==> src/rtl/fc_classify.sv <==
// fc_classify: fully-connected output stage. On start it streams the flattened
// layer (csel=3'b101) against a weight memory and computes N_OUT dot products.
// Each dot product gets a bias, round-half-up, saturation to signed Q4.16 and an
// optional ReLU. The result is then written to csel=3'b110 at address j. The
// index of the largest result (lowest index on ties) is reported on class_id.
//
// Ports
//   clk       clock, all state on the rising edge
//   reset     asynchronous active-low reset
//   start     one-cycle request, honoured only while busy=0
//   busy      high from the cycle after an accepted start until the done pulse
//   done      one-cycle pulse after the last result write
//   crd       flatten-memory read strobe
//   caddr_rd  flatten-memory read address (input index i)
//   cdata_rd  flatten data, one cycle after the registered read request
//   csel      3'b101 while reading, 3'b110 while writing, held when idle
//   cwr       result write strobe
//   caddr_wr  result address (neuron index j)
//   cdata_wr  result word
//   wrd       weight read strobe
//   waddr     weight address: j*N_IN+i for weights, N_OUT*N_IN+j for bias
//   wdata     weight/bias word, same latency as cdata_rd
//   class_id  argmax neuron index, held until the next start
module fc_classify #(
    parameter int N_IN    = 2048,
    parameter int N_OUT   = 10,
    parameter int WADDR_W = 15,
    parameter int RELU    = 1
) (
    input  logic               clk,
    input  logic               reset,
    input  logic               start,
    output logic               busy,
    output logic               done,
    output logic               crd,
    output logic [11:0]        caddr_rd,
    input  logic [19:0]        cdata_rd,
    output logic [2:0]         csel,
    output logic               cwr,
    output logic [11:0]        caddr_wr,
    output logic [19:0]        cdata_wr,
    output logic               wrd,
    output logic [WADDR_W-1:0] waddr,
    input  logic [19:0]        wdata,
    output logic [3:0]         class_id
);

    localparam logic [2:0] S_IDLE  = 3'd0;
    localparam logic [2:0] S_FETCH = 3'd1;
    localparam logic [2:0] S_TAIL  = 3'd2;
    localparam logic [2:0] S_BIAS  = 3'd3;
    localparam logic [2:0] S_WRITE = 3'd4;
    localparam logic [2:0] S_DONE  = 3'd5;

    localparam logic [2:0]         CSEL_RD   = 3'b101;
    localparam logic [2:0]         CSEL_WR   = 3'b110;
    localparam logic [WADDR_W-1:0] BIAS_BASE = WADDR_W'(N_OUT * N_IN);
    localparam logic [WADDR_W-1:0] ROW_STEP  = WADDR_W'(N_IN);
    localparam logic [11:0]        I_LAST    = 12'(N_IN - 1);
    localparam logic [3:0]         J_LAST    = 4'(N_OUT - 1);

    logic [2:0]         state;
    logic [3:0]         j_cnt;
    logic [47:0]        acc;
    logic [19:0]        best;
    logic [WADDR_W-1:0] w_base;
    // A read issued last cycle means operands are present on cdata_rd/wdata now.
    logic               pend;

    logic signed [39:0] prod;
    logic signed [32:0] rnd;
    logic signed [33:0] s_wide;
    logic [19:0]        s_res;

    // Rounding and bias use the full accumulator so large sums saturate
    // instead of wrapping through a narrow field.
    always_comb begin
        prod   = $signed(cdata_rd) * $signed(wdata);
        rnd    = $signed({acc[47], acc[47:16]}) + $signed({32'b0, acc[15]});
        s_wide = $signed({rnd[32], rnd}) + $signed({{14{wdata[19]}}, wdata});
        if (s_wide > 34'sd524287) begin
            s_res = 20'h7FFFF;
        end else if (s_wide < -34'sd524288) begin
            s_res = 20'h80000;
        end else begin
            s_res = s_wide[19:0];
        end
        if ((RELU != 0) && (s_wide < 0)) begin
            s_res = '0;
        end
    end

    always_ff @(posedge clk or negedge reset) begin
        if (!reset) begin
            state    <= S_IDLE;
            busy     <= 1'b0;
            done     <= 1'b0;
            crd      <= 1'b0;
            wrd      <= 1'b0;
            cwr      <= 1'b0;
            csel     <= '0;
            caddr_rd <= '0;
            caddr_wr <= '0;
            cdata_wr <= '0;
            waddr    <= '0;
            class_id <= '0;
            j_cnt    <= '0;
            acc      <= '0;
            best     <= 20'h80000;
            w_base   <= '0;
            pend     <= 1'b0;
        end else begin
            pend <= crd;
            case (state)
                S_IDLE: begin
                    if (start) begin
                        state    <= S_FETCH;
                        busy     <= 1'b1;
                        j_cnt    <= '0;
                        acc      <= '0;
                        best     <= 20'h80000;
                        class_id <= '0;
                        w_base   <= '0;
                        crd      <= 1'b1;
                        wrd      <= 1'b1;
                        csel     <= CSEL_RD;
                        caddr_rd <= '0;
                        waddr    <= '0;
                    end
                end
                S_FETCH: begin
                    if (pend) begin
                        acc <= acc + {{8{prod[39]}}, prod};
                    end
                    if (caddr_rd == I_LAST) begin
                        state <= S_TAIL;
                        crd   <= 1'b0;
                        waddr <= BIAS_BASE + WADDR_W'(j_cnt);
                    end else begin
                        caddr_rd <= caddr_rd + 12'd1;
                        waddr    <= waddr + 1'b1;
                    end
                end
                S_TAIL: begin
                    if (pend) begin
                        acc <= acc + {{8{prod[39]}}, prod};
                    end
                    state <= S_BIAS;
                    wrd   <= 1'b0;
                end
                S_BIAS: begin
                    state    <= S_WRITE;
                    cwr      <= 1'b1;
                    csel     <= CSEL_WR;
                    caddr_wr <= {8'b0, j_cnt};
                    cdata_wr <= s_res;
                end
                S_WRITE: begin
                    cwr <= 1'b0;
                    if ($signed(cdata_wr) > $signed(best)) begin
                        best     <= cdata_wr;
                        class_id <= j_cnt;
                    end
                    if (j_cnt != J_LAST) begin
                        state    <= S_FETCH;
                        j_cnt    <= j_cnt + 4'd1;
                        acc      <= '0;
                        w_base   <= w_base + ROW_STEP;
                        crd      <= 1'b1;
                        wrd      <= 1'b1;
                        csel     <= CSEL_RD;
                        caddr_rd <= '0;
                        waddr    <= w_base + ROW_STEP;
                    end else begin
                        state <= S_DONE;
                        done  <= 1'b1;
                    end
                end
                S_DONE: begin
                    state <= S_IDLE;
                    done  <= 1'b0;
                    busy  <= 1'b0;
                end
                default: begin
                    state <= S_IDLE;
                end
            endcase
        end
    end

endmodule

==> config.mk <==
export PLATFORM = sky130hd
export DESIGN_NAME = fc_classify
export DESIGN_NICKNAME = d
export VERILOG_FILES = /design/src/rtl/fc_classify.sv
export SDC_FILE = /design/constraint.sdc
export NUM_CORES = 2
export LEC_CHECK = 0
export BUFFER_PORTS_ARGS = -buffer_cell sky130_fd_sc_hd__buf_2
export CORE_ASPECT_RATIO = 0.9
export CORE_MARGIN = 8
export CORE_UTILIZATION = 60
export CTS_BUF_LIST = sky130_fd_sc_hd__clkbuf_16
export CTS_CLUSTER_DIAMETER = 200
export CTS_CLUSTER_SIZE = 40
export DETAILED_ROUTE_END_ITERATION = 16
export PLACE_DENSITY = 0.78
export SYNTH_ARGS = -nofsm -noshare
export SYNTH_HDL_FRONTEND = slang
export SYNTH_SLANG_ARGS = --single-unit
export TNS_END_PERCENT = 100
==> constraint.sdc <==
create_clock -name clk -period 4.95 [get_ports clk]
set_input_delay 0.495 -clock clk [delete_from_list [all_inputs] [get_ports clk]]
set_output_delay 0.495 -clock clk [all_outputs]
set_load 0.05 [all_outputs]
==> impl_metrics.tcl <==
set metrics [dict create \
    crit_path_start "wdata[8]" \
    synth.largest_area_cell "fa_1" \
    grt_max_degree 100 \
    synth_most_common_cell "inv_1" \
    synth_flop_cell "dfrtp_1" \
    std_cell_rows 72 \
    crit_buf_inv 9 \
    routedWlPerCell_microns 19.7 \
    area_delta_synth_final_pct 26.1 \
    overflow 0 \
    drt_iter0_drc 1893 \
    rr_worst_depth 14 \
    die_h_microns 215 \
    insertion_delay_ns 0.46 \
    cp_num_cells 36 \
    max_stage_delay_ns 0.55 \
    portBuffers 105 \
    clockBufferDepth 2 \
    finalInstanceArea_sq_um 33200 \
    clk_pin_slew_worst_paths_ns 0.07 \
    placed_cell_area_sq_um 30700 \
    dp_hpwl_mm 59.4 \
    antenna_found_initial 2 \
    gp_congestion 0.933 \
    worstSetupEndpointType "register" \
    max_cap_violations 0 \
    ys_ff_latch 143 \
    cts_hold_buf 0 \
    slowest_stage "fa_1" \
    yosysSeqAreaShare_pct 13.6 \
    finalCriticalPeriod_ns 8.65 \
    r2r_start "acc[15]" \
    initial_core_util_pct 61.0 \
    synth_cell_types 92 \
    coreArea_sq_um 43200 \
    drt_wl_total_mm 78.8 \
    critPathMaxFanout 16 \
    drc_errors 0 \
    worst_pin_slew_ns 1.15 \
    synth_edf_count 0 \
    synthCells 2982 \
    max_freq_ghz 0.116 \
    endpoint "acc[41]" \
    yosysTopAreaCellShare_pct 32.2 \
    htree_levels 4 \
    final_hold_viol_count 0 \
    num_io_pins 114 \
    grt_pass1_vias 25000 \
    cts_tree "done" \
    finalHoldWorstSlack_ns 0.149 \
    async_flop_share_pct 100 \
    critPathArrivalTime_ns 8.96 \
    setup_tns_ns -111.13 \
    min_period_over_period_pct 175 \
    maxSlewViolCount 0 \
    fin_util_pct 76.9 \
    crit_family "adder cells" \
    cp.required_ns 5.26 \
    root_buffer "clkbuf_16" \
    drive_gt1_share_pct 26.8 \
    cts_buffers 17 \
    grt_pass1_wl_mm 123 \
    synthTopCellsByCount "537 x inv_1, 423 x fa_1, 342 x nand2_1, 227 x and2_1, 211 x ha_1" \
    slew_headroom_pct 22.6 \
    holdCritPathClass "in2async" \
    fp.dieW_microns 237 \
    rrSetupSlack_ns 0.58 \
    yosysWarnings 0 \
    synth_area_sq_um 26300 \
    regToRegEndpoint "cdata_wr[6]" \
    dr.pass1.iters 8 \
    setup_viol_count_final 42 \
    outcome "finished, violations left" \
    vias_per_cell 5.84 \
    synth.area.top_cells "fa_1 32%, dfrtp_1 14%, ha_1 10%" \
    grt_setup_unrepaired "yes" \
    violations "setup timing" \
    clock_skew_ns 0.0137 \
    antenna_left 0 \
    path_common_cell "fa_1" \
    cts_sinks 143 \
    vias 23300 \
    cp-start-kind "input pin" \
    synth.avg_cell_area_sq_um 8.82 \
    num-nets-final 4102 \
    fin_ws_ns -3.70 \
    grt_use_total_pct 29.5 \
    dieArea_sq_um 50800 \
    worst-setup-path-type "in2reg" \
]
## per-stage QoR
step	setup slack, ns	cells
3_5_place_dp	-4.29	3903
5_1_grt	-3.93	3994
3_3_place_gp	-3.91	3903
4_1_cts	-3.58	3963
2_1_floorplan	-3.31	2989
6_report	-3.70	3994
## worst min-delay path by stage
stage | end | cells after the start | slack, ns | startpoint
2_1_floorplan | acc[0] | 0 | 0.20 | reset
3_3_place_gp | pend | 0 | 0.39 | crd
3_5_place_dp | pend | 0 | 0.40 | crd
4_1_cts | waddr[4] | 1 | 0.20 | reset
5_1_grt | waddr[4] | 1 | 0.24 | reset
6_report | waddr[5] | 1 | 0.15 | reset
## routing by layer
metal | track usage (%) | vias up | share of wire, % | wire length [microns]
li1 | - | 10400 | - | -
met1 | 35.8 | 11700 | 38 | 30000
met2 | 52.0 | 946 | 50 | 39600
met3 | 3.39 | 315 | 5.5 | 4350
met4 | 13.8 | 0 | 6.0 | 4760
met5 | 0 | - | 0 | 0
## sequential cells by signal, indices dropped and copies added (netlist names), 3 cells and up
| signal | cells |
|---|---|
| csel | 3 |
| caddr_rd | 12 |
| w_base | 4 |
| cdata_wr | 20 |
| waddr | 15 |
| best | 20 |
| state | 3 |
| j_cnt | 4 |
| class_id | 4 |
| caddr_wr | 4 |
| acc | 48 |
## final cells by class
class	instances	area (sq um)
Antenna cell	1	2.50
Tap cell	555	694
Timing Repair Buffer	553	4530
Clock inverter	15	158
Sequential cell	143	3580
Multi-Input combinational cell	2173	21800
Inverter	537	2020
Fill cell	2769	9970
Clock buffer	17	425
## kinds of logic after synthesis
logic type	count (synthesis)	share of synthesized area, %
AO/OA/AOI/OAI	503	12.6
adder cells (fa/ha/maj)	634	42.2
AND/OR/NAND/NOR	886	16.7
XOR/XNOR	112	3.73
other	1	0.0143
multiplexers	30	1.16
flip-flops	143	13.6
buffers and inverters	673	9.93
## repair_timing
| action | in CTS | in global routing |
|---|---|---|
| pin swaps | 71 | 120 |
| setup buffers | 29 | 35 |
| resized for setup | 129 | 211 |
| gates cloned | 0 | 5 |
| endpoints found under the setup margin | 43 | 43 |
## cells in the final DEF, fill, tap and decap left out, types with 40 or more instances in the layout
cell type	instances
a21o_1	45
a21oi_1	103
and2_1	176
and2_4	50
buf_2	70
buf_4	396
buf_6	56
dfrtp_1	142
fa_1	395
ha_1	182
inv_1	506
nand2_1	327
nor2_1	95
o21ai_0	83
xnor2_1	53
xor2_1	40
Power is not shown: default switching activity piles up to over one toggle a cycle in this logic, so the estimate is an artifact.
